**src/rtl/piggy_bank.sv**
```systemverilog
// Coin-accumulating credit register with priority-ordered item purchase deduction.
// Deposits saturate at 255; a purchase is taken only if the running balance covers its price.
module piggy_bank (
    input  logic       clk,
    input  logic       reset,
    input  logic       penny,
    input  logic       nickel,
    input  logic       dime,
    input  logic       quarter,
    input  logic       apple,
    input  logic       banana,
    input  logic       carrot,
    input  logic       date,
    output logic [7:0] credit
);

    localparam logic [9:0] PENNY_VAL    = 10'd1;
    localparam logic [9:0] NICKEL_VAL   = 10'd5;
    localparam logic [9:0] DIME_VAL     = 10'd10;
    localparam logic [9:0] QUARTER_VAL  = 10'd25;
    localparam logic [9:0] CREDIT_MAX   = 10'd255;

    localparam logic [7:0] APPLE_PRICE  = 8'd75;
    localparam logic [7:0] BANANA_PRICE = 8'd20;
    localparam logic [7:0] CARROT_PRICE = 8'd30;
    localparam logic [7:0] DATE_PRICE   = 8'd40;

    logic [7:0] credit_q;
    logic [7:0] credit_d;
    logic [9:0] dep;
    logic [9:0] sum;
    logic [7:0] bal;

    // NOTE: blocking assignments here model the ordered chain of deductions;
    // each step reads the balance already reduced by the step before it.
    always_comb begin
        dep = 10'd0;
        if (penny)   dep = dep + PENNY_VAL;
        if (nickel)  dep = dep + NICKEL_VAL;
        if (dime)    dep = dep + DIME_VAL;
        if (quarter) dep = dep + QUARTER_VAL;

        sum = {2'b00, credit_q} + dep;
        bal = (sum > CREDIT_MAX) ? 8'd255 : sum[7:0];

        if (apple  && (bal >= APPLE_PRICE))  bal = bal - APPLE_PRICE;
        if (banana && (bal >= BANANA_PRICE)) bal = bal - BANANA_PRICE;
        if (carrot && (bal >= CARROT_PRICE)) bal = bal - CARROT_PRICE;
        if (date   && (bal >= DATE_PRICE))   bal = bal - DATE_PRICE;

        credit_d = bal;
    end

    // NOTE: reset is sampled on the clock edge only and overrides every coin and item input.
    always_ff @(posedge clk) begin
        if (reset) begin
            credit_q <= 8'd0;
        end else begin
            credit_q <= credit_d;
        end
    end

    assign credit = credit_q;

endmodule

```
**config.mk**
```make
export PLATFORM = sky130hd
export DESIGN_NAME = piggy_bank
export DESIGN_NICKNAME = d
export VERILOG_FILES = /design/src/rtl/piggy_bank.sv
export SDC_FILE = /design/constraint.sdc
export NUM_CORES = 1
export LEC_CHECK = 0
export ABC_AREA = 1
export BUFFER_PORTS_ARGS = -buffer_cell sky130_fd_sc_hd__buf_2
export CAP_MARGIN = 0
export CORE_ASPECT_RATIO = 0.5
export CORE_MARGIN = 3
export CORE_UTILIZATION = 65
export CTS_BUF_LIST = sky130_fd_sc_hd__clkbuf_4
export CTS_CLUSTER_SIZE = 12
export DETAILED_ROUTE_END_ITERATION = 7
export PLACE_DENSITY_LB_ADDON = 0.25
export SLEW_MARGIN = 20
export SYNTH_ARGS = -nofsm -noshare
export SYNTH_HDL_FRONTEND = slang
export SYNTH_SLANG_ARGS = --single-unit
```
**constraint.sdc**
```tcl
create_clock -name clk -period 11.7 [get_ports clk]
set_input_delay 1.17 -clock clk [delete_from_list [all_inputs] [get_ports clk]]
set_output_delay 1.17 -clock clk [all_outputs]
set_load 0.005 [all_outputs]
```
# Yosys cells after proc, flatten, opt, wreduce, memory -nomap -nowiden
# Cells that the tools add are included.
# word_totals
regBits	8
inputBits	10
wordCells	27
# classes
reduce_logical	4
n_mux	9
order_cmp	5
n_addsub	8
# ops
operator	count
$mux 8	5
$mux 10	3
$ge 8x5->1 const B	2
$sub 8x5->8 const B	2
$add 10x3->10 const B	1
$add 10x4->10 const B	1
$add 10x5->10 const B	1
$add 8x10->10	1
$gt 10x8->1 const B	1
$ge 8x6->1 const B	1
$ge 8x7->1 const B	1
$sub 8x6->8 const B	1
$sub 8x7->8 const B	1
$logic_and 1x1->1	4
$mux 1	1

# Longest topological paths before layout
# Gate-level depths: netlist (run 1).
# logic_depth
depth_word	22
depth_mapped	49
ltp_nobuf	49

# Worst setup path after synthesis (run 1)
# No wires, ideal clock.
# synth_path
kind	input to register
startpoint	input port penny
endpoint	register credit_q[7], in the netlist credit[7]
stages	49
required_ns	11.630
setup_slack_ns	5.738
n_path_buf	0
t_arrival_ns	5.892
path_cell_list	ha_1 inv_1 ha_1 inv_1 ha_1 nand2_1 o21ai_0 inv_1 fa_1 inv_1 nand2_1 nand2_1 nand3_2 nand2_2 inv_2 nand2_1 ha_1 o21ai_2 [... 13 more ...] ha_1 inv_1 nor2_1 nand3_1 nand3_2 nand2_4 inv_4 nand2_1 nand2_1 inv_1 ha_1 inv_1 nand3_1 nand2_1 nand2_1 nand2_1 nand3_1 a21oi_1
# synth_via
elab_chain_cells	22
elab_cells_between_ends	26
classes_between	8 x add/sub; 5 x order compare; 9 x mux; 4 x reduce/logical
# synth_rtl
element	line	source
start: declaration	6	input logic penny,
$mux 1 *	38	if (penny) dep = dep + PENNY_VAL;
$add 10x3->10	39	if (nickel) dep = dep + NICKEL_VAL;
$mux 10 *	39	
$add 10x4->10	40	if (dime) dep = dep + DIME_VAL;
$mux 10 *	40	
$add 10x5->10	41	if (quarter) dep = dep + QUARTER_VAL;
$mux 10 *	41	
$add 8x10->10 *	43	sum = {2'b00, credit_q} + dep;
[... 6 more ...]	--	
$logic_and 1x1->1	47	if (banana && (bal >= BANANA_PRICE)) bal = bal - BANANA_PRICE;
$mux 8 *	47	
$ge 8x5->1	48	if (carrot && (bal >= CARROT_PRICE)) bal = bal - CARROT_PRICE;
$logic_and 1x1->1	48	
$mux 8 *	48	
$ge 8x6->1	49	if (date && (bal >= DATE_PRICE)) bal = bal - DATE_PRICE;
$logic_and 1x1->1	49	
$mux 8 *	49	
end signal: assignment	59	credit_q <= credit_d;
end: declaration	28	logic [7:0] credit_q;
# Every way passes the cells marked *; elsewhere a longest branch is shown, timed or not.
# A chain may end at the register's enable or synchronous reset.

# Worst setup path in the final report (run 1)
# layout_path
startpoint	input port nickel
endpoint	register credit_q[7], in the netlist credit[7]
# layout_via
elab_chain_cells	20
elab_cells_between_ends	24
classes_between	7 x add/sub; 5 x order compare; 8 x mux; 4 x reduce/logical
# layout_rtl
element	line	source
start: declaration	7	input logic nickel,
$mux 10 *	39	
$add 10x4->10	40	
$mux 10 *	40	
$add 10x5->10	41	
$mux 10 *	41	
$add 8x10->10 *	43	
$gt 10x8->1	44	bal = (sum > CREDIT_MAX) ? 8'd255 : sum[7:0];
$mux 8 *	44	
[... 4 more ...]	--	
$logic_and 1x1->1	47	
$mux 8 *	47	
$ge 8x5->1	48	
$logic_and 1x1->1	48	
$mux 8 *	48	
$ge 8x6->1	49	
$logic_and 1x1->1	49	
$mux 8 *	49	
# Marked as above.

==> flow_metrics.tcl, run 1 <==
set metrics [dict create \
    grt_util_overall_pct 24.7 \
    synth.yosys.seq_area_share_pct 9.34 \
    via_count_of_the_first_global_routing_pass 1683 \
    clk_pin_slew_ns 0.05 \
    maxSlewViolCount 0 \
    design.core.area_um2 2360 \
    vias 1846 \
    io-pin-count 18 \
    critical-path-slowest-cell "sky130_fd_sc_hd__fa_1" \
    grt_antenna_before_repair 0 \
    final_setup_fails 0 \
    resized_gates_after_cts 0 \
    h_tree_lvl_count 1 \
    worstSetupEndpointType "flip-flop" \
    cts.repair_timing.setup_buffer_count 0 \
    postRouteWirelength_um 3890 \
    grt_first_pass_wirelength_um 6890 \
    synth_enable_flop_cells 0 \
    std_cell_rows 12 \
    timing.hold.worst_path_depth 5 \
    finClkSkew_ns 0.00182 \
    hold-path-endpoint "credit[0]$_SDFF_PP0_" \
    floorplan.die.width_um 78.7 \
    largest_register_ffs 8 \
    synthDistinctLibCells 34 \
    cts_buffers 3 \
    number_of_drc_markers_in_iteration_0 130 \
    hp-start "credit[0]$_SDFF_PP0_" \
    holdWs_ns 0.883 \
    critical_path.most_common_cell "sky130_fd_sc_hd__nand2_1" \
    synth_top_area_cell "sky130_fd_sc_hd__nand2_1" \
    initial_core_util_pct 72.8 \
    hold_path.class "flip-flop to flip-flop" \
    netlist_area_um2 1720 \
    worst_setup_path_startpoint "nickel" \
    critical_path.max_stage_delay_ns 0.43 \
    grt_setup_unrepaired "no" \
    setup_slack_ns 5.11 \
    regToRegStartpoint "credit[0]$_SDFF_PP0_" \
    critPathArrivalTime_ns 6.76 \
    hold_violations 0 \
    crit-reg2reg-capture "credit[7]$_SDFF_PP0_" \
    fin_crit_sh_pct 56.3 \
    post_synth_main_area_contributors "sky130_fd_sc_hd__nand2_1, sky130_fd_sc_hd__ha_1, sky130_fd_sc_hd__inv_1" \
    route.detailed.wl_per_inst_um 11.3 \
    critPathKind "input port to flip-flop" \
    synth_fp_nets 315 \
    worst_setup_path_start_kind "input port" \
    critical_path_buf_inv_count 11 \
    cts.sinks 8 \
    synthToLayoutAreaGrowth_pct 8.31 \
    net_total_in_the_final_layout 335 \
    timing.reg2reg.worst_path_depth 43 \
    synthCells 290 \
    place_hpwl_um 3290 \
    critical_path.top_delay_family "simple AND/OR/NAND/NOR gates" \
    drt_drc_violations_left 0 \
    grt_max_degree 9 \
    diode_count 0 \
    postSynthAreaPerCell_um2 5.92 \
    setup_tns_after_final_layout_ns 0 \
    input_output_buffers 17 \
    route.detailed.vias_per_inst 5.38 \
    period_minus_slack_ns 6.59 \
    ys_warn_count 0 \
    asyncSetResetFlopFracSynth_pct 0 \
    max_clock_freq_mhz 152 \
    clock_tree_from_tritoncts "done" \
    final_layout_size_suffix_gt1_share_pct 19.8 \
    clock_path_buffers 2 \
    cts-root-buf "sky130_fd_sc_hd__clkbuf_4" \
    antenna_violating_nets_post_route 0 \
    worst_slew_pin_slew_ns 0.305 \
    pre_cts_ws_ns 4.94 \
    postSynth.topFlopCell "sky130_fd_sc_hd__dfxtp_1" \
    cp_max_fo 8 \
    fp.dieH_um 42.3 \
    cp_data_required_time_ns 11.87 \
    drt_pre_antenna_iters 5 \
    grt_remaining_overflow 0 \
    hold_buffers 0 \
    yosysTopAreaCellShare_pct 19.0 \
    dieArea_um2 3330 \
    relSlewSlack_pct 79.6 \
    cap_violations 0 \
    gpl.final_weighted_congestion 0.884 \
    run_status "complete, no violations" \
    rrSetupSlack_ns 6.70 \
    synth-seq-cells 8 \
    clkLatencyLatePin_ns 0.24 \
]
[cell usage after synthesis (all sizes together) (2+ instances only)]
master and instances:
o21ai 8, xor2 12, o2111ai 3, xnor2 2
ha 14, dfxtp 8, nand3 39, nand3b 4
or2 2, nor2 18, inv 50, nor3 2
nand4 2, a21oi 9, nand2 109
[through the flow]
step	cell area (um^2)	cells	utilization [%]
after floorplan	1720	290	-
after global placement	1840	340	77.9
after detailed placement	1840	340	77.9
after CTS	1860	343	78.8
after global routing	1860	343	78.8
final	1860	343	78.8
[tightest hold or removal path, cell delays in order, from the launching register on]
cell                      delay (ns)
sky130_fd_sc_hd__dfxtp_1        0.33
sky130_fd_sc_hd__ha_1           0.13
sky130_fd_sc_hd__inv_1          0.05
sky130_fd_sc_hd__nand2_1        0.11
sky130_fd_sc_hd__xor2_1         0.12
sky130_fd_sc_hd__nor2_1         0.10
[metal layers]
metal / GRT usage (%) / part of all wire (%) / wire, um / vias up
met1: 33.9 / 50 / 1930 / 833
met4: 3.14 / 0 / 0 / 0
met2: 44.2 / 46 / 1770 / 56
met5: 0 / 0 / 0 / -
met3: 0.858 / 4.8 / 187 / 0
li1: - / - / - / 957
[cell type report]
class	count	area [um^2]
Multi-Input combinational cell	230	1360
Fill cell	186	499
Inverter	50	190
Sequential cell	8	160
Timing Repair Buffer	17	85.1
Tap cell	35	43.8
Clock buffer	3	22.5
[worst max-delay path by stage]
| stage | endpoint | slack, ns | cells after the start |
|---|---|---|---|
| finish | credit[7]$_SDFF_PP0_ | 5.11 | 50 |
| CTS | credit[7]$_SDFF_PP0_ | 5.18 | 50 |
| global route | credit[7]$_SDFF_PP0_ | 4.55 | 50 |
| floorplan | credit[7]$_SDFF_PP0_ | 5.74 | 49 |
| detailed placement | credit[7]$_SDFF_PP0_ | 4.94 | 50 |
| global placement | credit[7]$_SDFF_PP0_ | 5.26 | 50 |
[cell families (layout without fill, tap and decap cells)]
| kind of cell | Yosys count | after routing | synth area share [%] |
|---|---|---|---|
| simple gates | 176 | 176 | 51.5 |
| fa+ha+maj | 15 | 15 | 11.4 |
| compound gates | 25 | 25 | 9.05 |
| flops | 8 | 8 | 9.34 |
| xor+xnor | 14 | 14 | 7.15 |
| buf+inv | 52 | 70 | 11.6 |
[placed cells by master, fill, tap and decap left out]
master / synthesis / routed
sky130_fd_sc_hd__nand2_2: 16 / 16
sky130_fd_sc_hd__a22oi_1: 1 / 1
sky130_fd_sc_hd__o21ai_1: 2 / 2
sky130_fd_sc_hd__nor2_2: 5 / 5
sky130_fd_sc_hd__a21o_1: 1 / 1
sky130_fd_sc_hd__or2_1: 2 / 2
sky130_fd_sc_hd__xor2_1: 12 / 12
sky130_fd_sc_hd__ha_1: 14 / 14
sky130_fd_sc_hd__nor3_4: 1 / 1
sky130_fd_sc_hd__dfxtp_1: 8 / 8
sky130_fd_sc_hd__nor2_1: 12 / 12
sky130_fd_sc_hd__a21oi_2: 1 / 1
sky130_fd_sc_hd__nor3_2: 1 / 1
sky130_fd_sc_hd__nand3_1: 34 / 34
sky130_fd_sc_hd__o21ai_0: 5 / 5
sky130_fd_sc_hd__o211ai_1: 1 / 1
sky130_fd_sc_hd__o2111ai_1: 3 / 3
sky130_fd_sc_hd__fa_1: 1 / 1
sky130_fd_sc_hd__clkbuf_4: 0 / 3
sky130_fd_sc_hd__nand3_2: 5 / 5
sky130_fd_sc_hd__a21oi_1: 8 / 8
sky130_fd_sc_hd__o21bai_1: 1 / 1
sky130_fd_sc_hd__o21ai_2: 1 / 1
sky130_fd_sc_hd__buf_2: 1 / 17
sky130_fd_sc_hd__inv_4: 1 / 1
sky130_fd_sc_hd__nor2_4: 1 / 1
sky130_fd_sc_hd__inv_1: 46 / 46
sky130_fd_sc_hd__nand2_4: 6 / 6
sky130_fd_sc_hd__nand4_1: 2 / 2
sky130_fd_sc_hd__xnor2_1: 2 / 2
sky130_fd_sc_hd__inv_2: 3 / 3
sky130_fd_sc_hd__nand2_1: 87 / 87
sky130_fd_sc_hd__a31oi_1: 1 / 1
sky130_fd_sc_hd__nand3b_1: 4 / 4
Power of run 1 is left out: the tool's default activity adds up to more than one toggle a clock period on the data nets, which glitch-free logic cannot reach.
==> run 2, diff against run 1 <==
Settings changed: CORE_UTILIZATION 65 to 62.
Clock period 11.7 ns to 6.9 ns, I/O delays scaled along.
==> run 2 against run 1 <==
Die area grew 4.3%. First-iteration DRC count is 29% lower. Non-clock buffer count is the same. Clock skew fell by 0.0014 ns. Critical endpoint unchanged.
==> flow_metrics.tcl, run 2 (synthesis results as in run 1) <==
set metrics [dict create \
    diode_count 0 \
    synthToLayoutAreaGrowth_pct 8.31 \
    grt_antenna_before_repair 0 \
    largest_register_ffs 8 \
    final_common_cell "sky130_fd_sc_hd__nand2_1" \
    cts.sinks 8 \
    vias 1825 \
    fp.dieH_um 43.2 \
    hold_path.class "input port to flip-flop" \
    drt_drc_violations_left 0 \
    grt_setup_unrepaired "no" \
    cts_buffers 3 \
    setup_tns_after_final_layout_ns 0 \
    cts-root-buf "sky130_fd_sc_hd__clkbuf_4" \
    clock_path_buffers 2 \
    critical_path.max_stage_delay_ns 0.45 \
    antenna_violating_nets_post_route 0 \
    route.detailed.vias_per_inst 5.32 \
    layout.cells.most_common_list "sky130_fd_sc_hd__nand2_1, sky130_fd_sc_hd__inv_1, sky130_fd_sc_hd__nand3_1, sky130_fd_sc_hd__buf_2, sky130_fd_sc_hd__nand2_2" \
    critPathKind "input port to flip-flop" \
    gpl.final_weighted_congestion 0.931 \
    cts.repair_timing.setup_buffer_count 0 \
    hold_violations 0 \
    postRouteWirelength_um 3910 \
    route.detailed.wl_per_inst_um 11.4 \
    net_total_in_the_final_layout 335 \
    final_setup_fails 0 \
    worst_setup_path_start_kind "input port" \
    critical_path.most_common_cell "sky130_fd_sc_hd__nand2_1" \
    relSlewSlack_pct 79.5 \
    grt_max_degree 9 \
    period_minus_slack_ns 6.14 \
    drt_pre_antenna_iters 5 \
    cap_violations 0 \
    dieArea_um2 3470 \
    max_clock_freq_mhz 163 \
    run_status "complete, no violations" \
    h_tree_lvl_count 1 \
    io-pin-count 18 \
    grt_first_pass_wirelength_um 6650 \
    cp_data_required_time_ns 7.07 \
    fin_crit_sh_pct 89.0 \
    clock_tree_from_tritoncts "done" \
    critPathArrivalTime_ns 6.31 \
    finClkSkew_ns 0.000399 \
    maxSlewViolCount 0 \
    input_output_buffers 17 \
    critical-path-slowest-cell "sky130_fd_sc_hd__fa_1" \
    clk_pin_slew_ns 0.05 \
    initial_core_util_pct 71.0 \
    final_layout_size_suffix_gt1_share_pct 19.8 \
    number_of_drc_markers_in_iteration_0 92 \
    worst_slew_pin_slew_ns 0.308 \
    clkLatencyLatePin_ns 0.24 \
    place_hpwl_um 3250 \
    std_cell_rows 12 \
    hold_buffers 0 \
    worstSetupEndpointType "flip-flop" \
    grt_remaining_overflow 0 \
    grt_util_overall_pct 23.4 \
    design.core.area_um2 2420 \
    via_count_of_the_first_global_routing_pass 1629 \
    floorplan.die.width_um 80.4 \
    resized_gates_after_cts 0 \
    cp_max_fo 8 \
]
run 2: cell counts in the layout (fill, tap and decap cells not counted):
No cell type changed its count.
run 2: layer usage:
metal / global-route usage (%) / routed length [um] / up-vias
li1: - / - / 957
met1: 30.6 / 1900 / 807
met2: 41.8 / 1780 / 53
met3: 0.636 / 194 / 8
met4: 7.07 / 35 / 0
met5: 0 / 0 / -
run 2: path summary, 6_finish.rpt:
kind                            depth (start not counted)                   end  slack (ns)                 start
worst max-delay path                                   50  credit[7]$_SDFF_PP0_        0.76                nickel
worst min register to register                          5  credit[0]$_SDFF_PP0_        0.88  credit[0]$_SDFF_PP0_
worst max register to register                         43  credit[7]$_SDFF_PP0_        1.88  credit[0]$_SDFF_PP0_
worst min-delay path                                    2  credit[5]$_SDFF_PP0_        0.66                 reset
run 2: layout make-up:
cell class                 instances  area, um^2
inverter                          50         190
multi-input combinational        230        1360
timing repair buffer              17        85.1
clock buffer                       3        22.5
sequential                         8         160
fill                             215         559
tap                               35        43.8
run 2: through the flow:
stage | std cells | worst slack, ns | util (%) | hold WS, ns | area (um^2)
finish | 343 | 0.758 | 76.9 | 0.665 | 1860
floorplan | 290 | 1.42 | - | 0.757 | 1720
global placement | 340 | 0.854 | 75.9 | 0.839 | 1840
global route | 343 | 0.160 | 76.9 | 0.665 | 1860
CTS | 343 | 0.796 | 76.9 | 0.658 | 1860
detailed placement | 340 | 0.566 | 75.9 | 0.850 | 1840
run 2: worst max-delay path: cells and delay by family:
family	cells	cell delay, ns
buffers and inverters	11	0.81
AO/OA/AOI/OAI	3	0.36
AND/OR/NAND/NOR	29	2.64
adder cells (fa/ha/maj)	7	1.83
Power of run 2 is left out for the same reason.
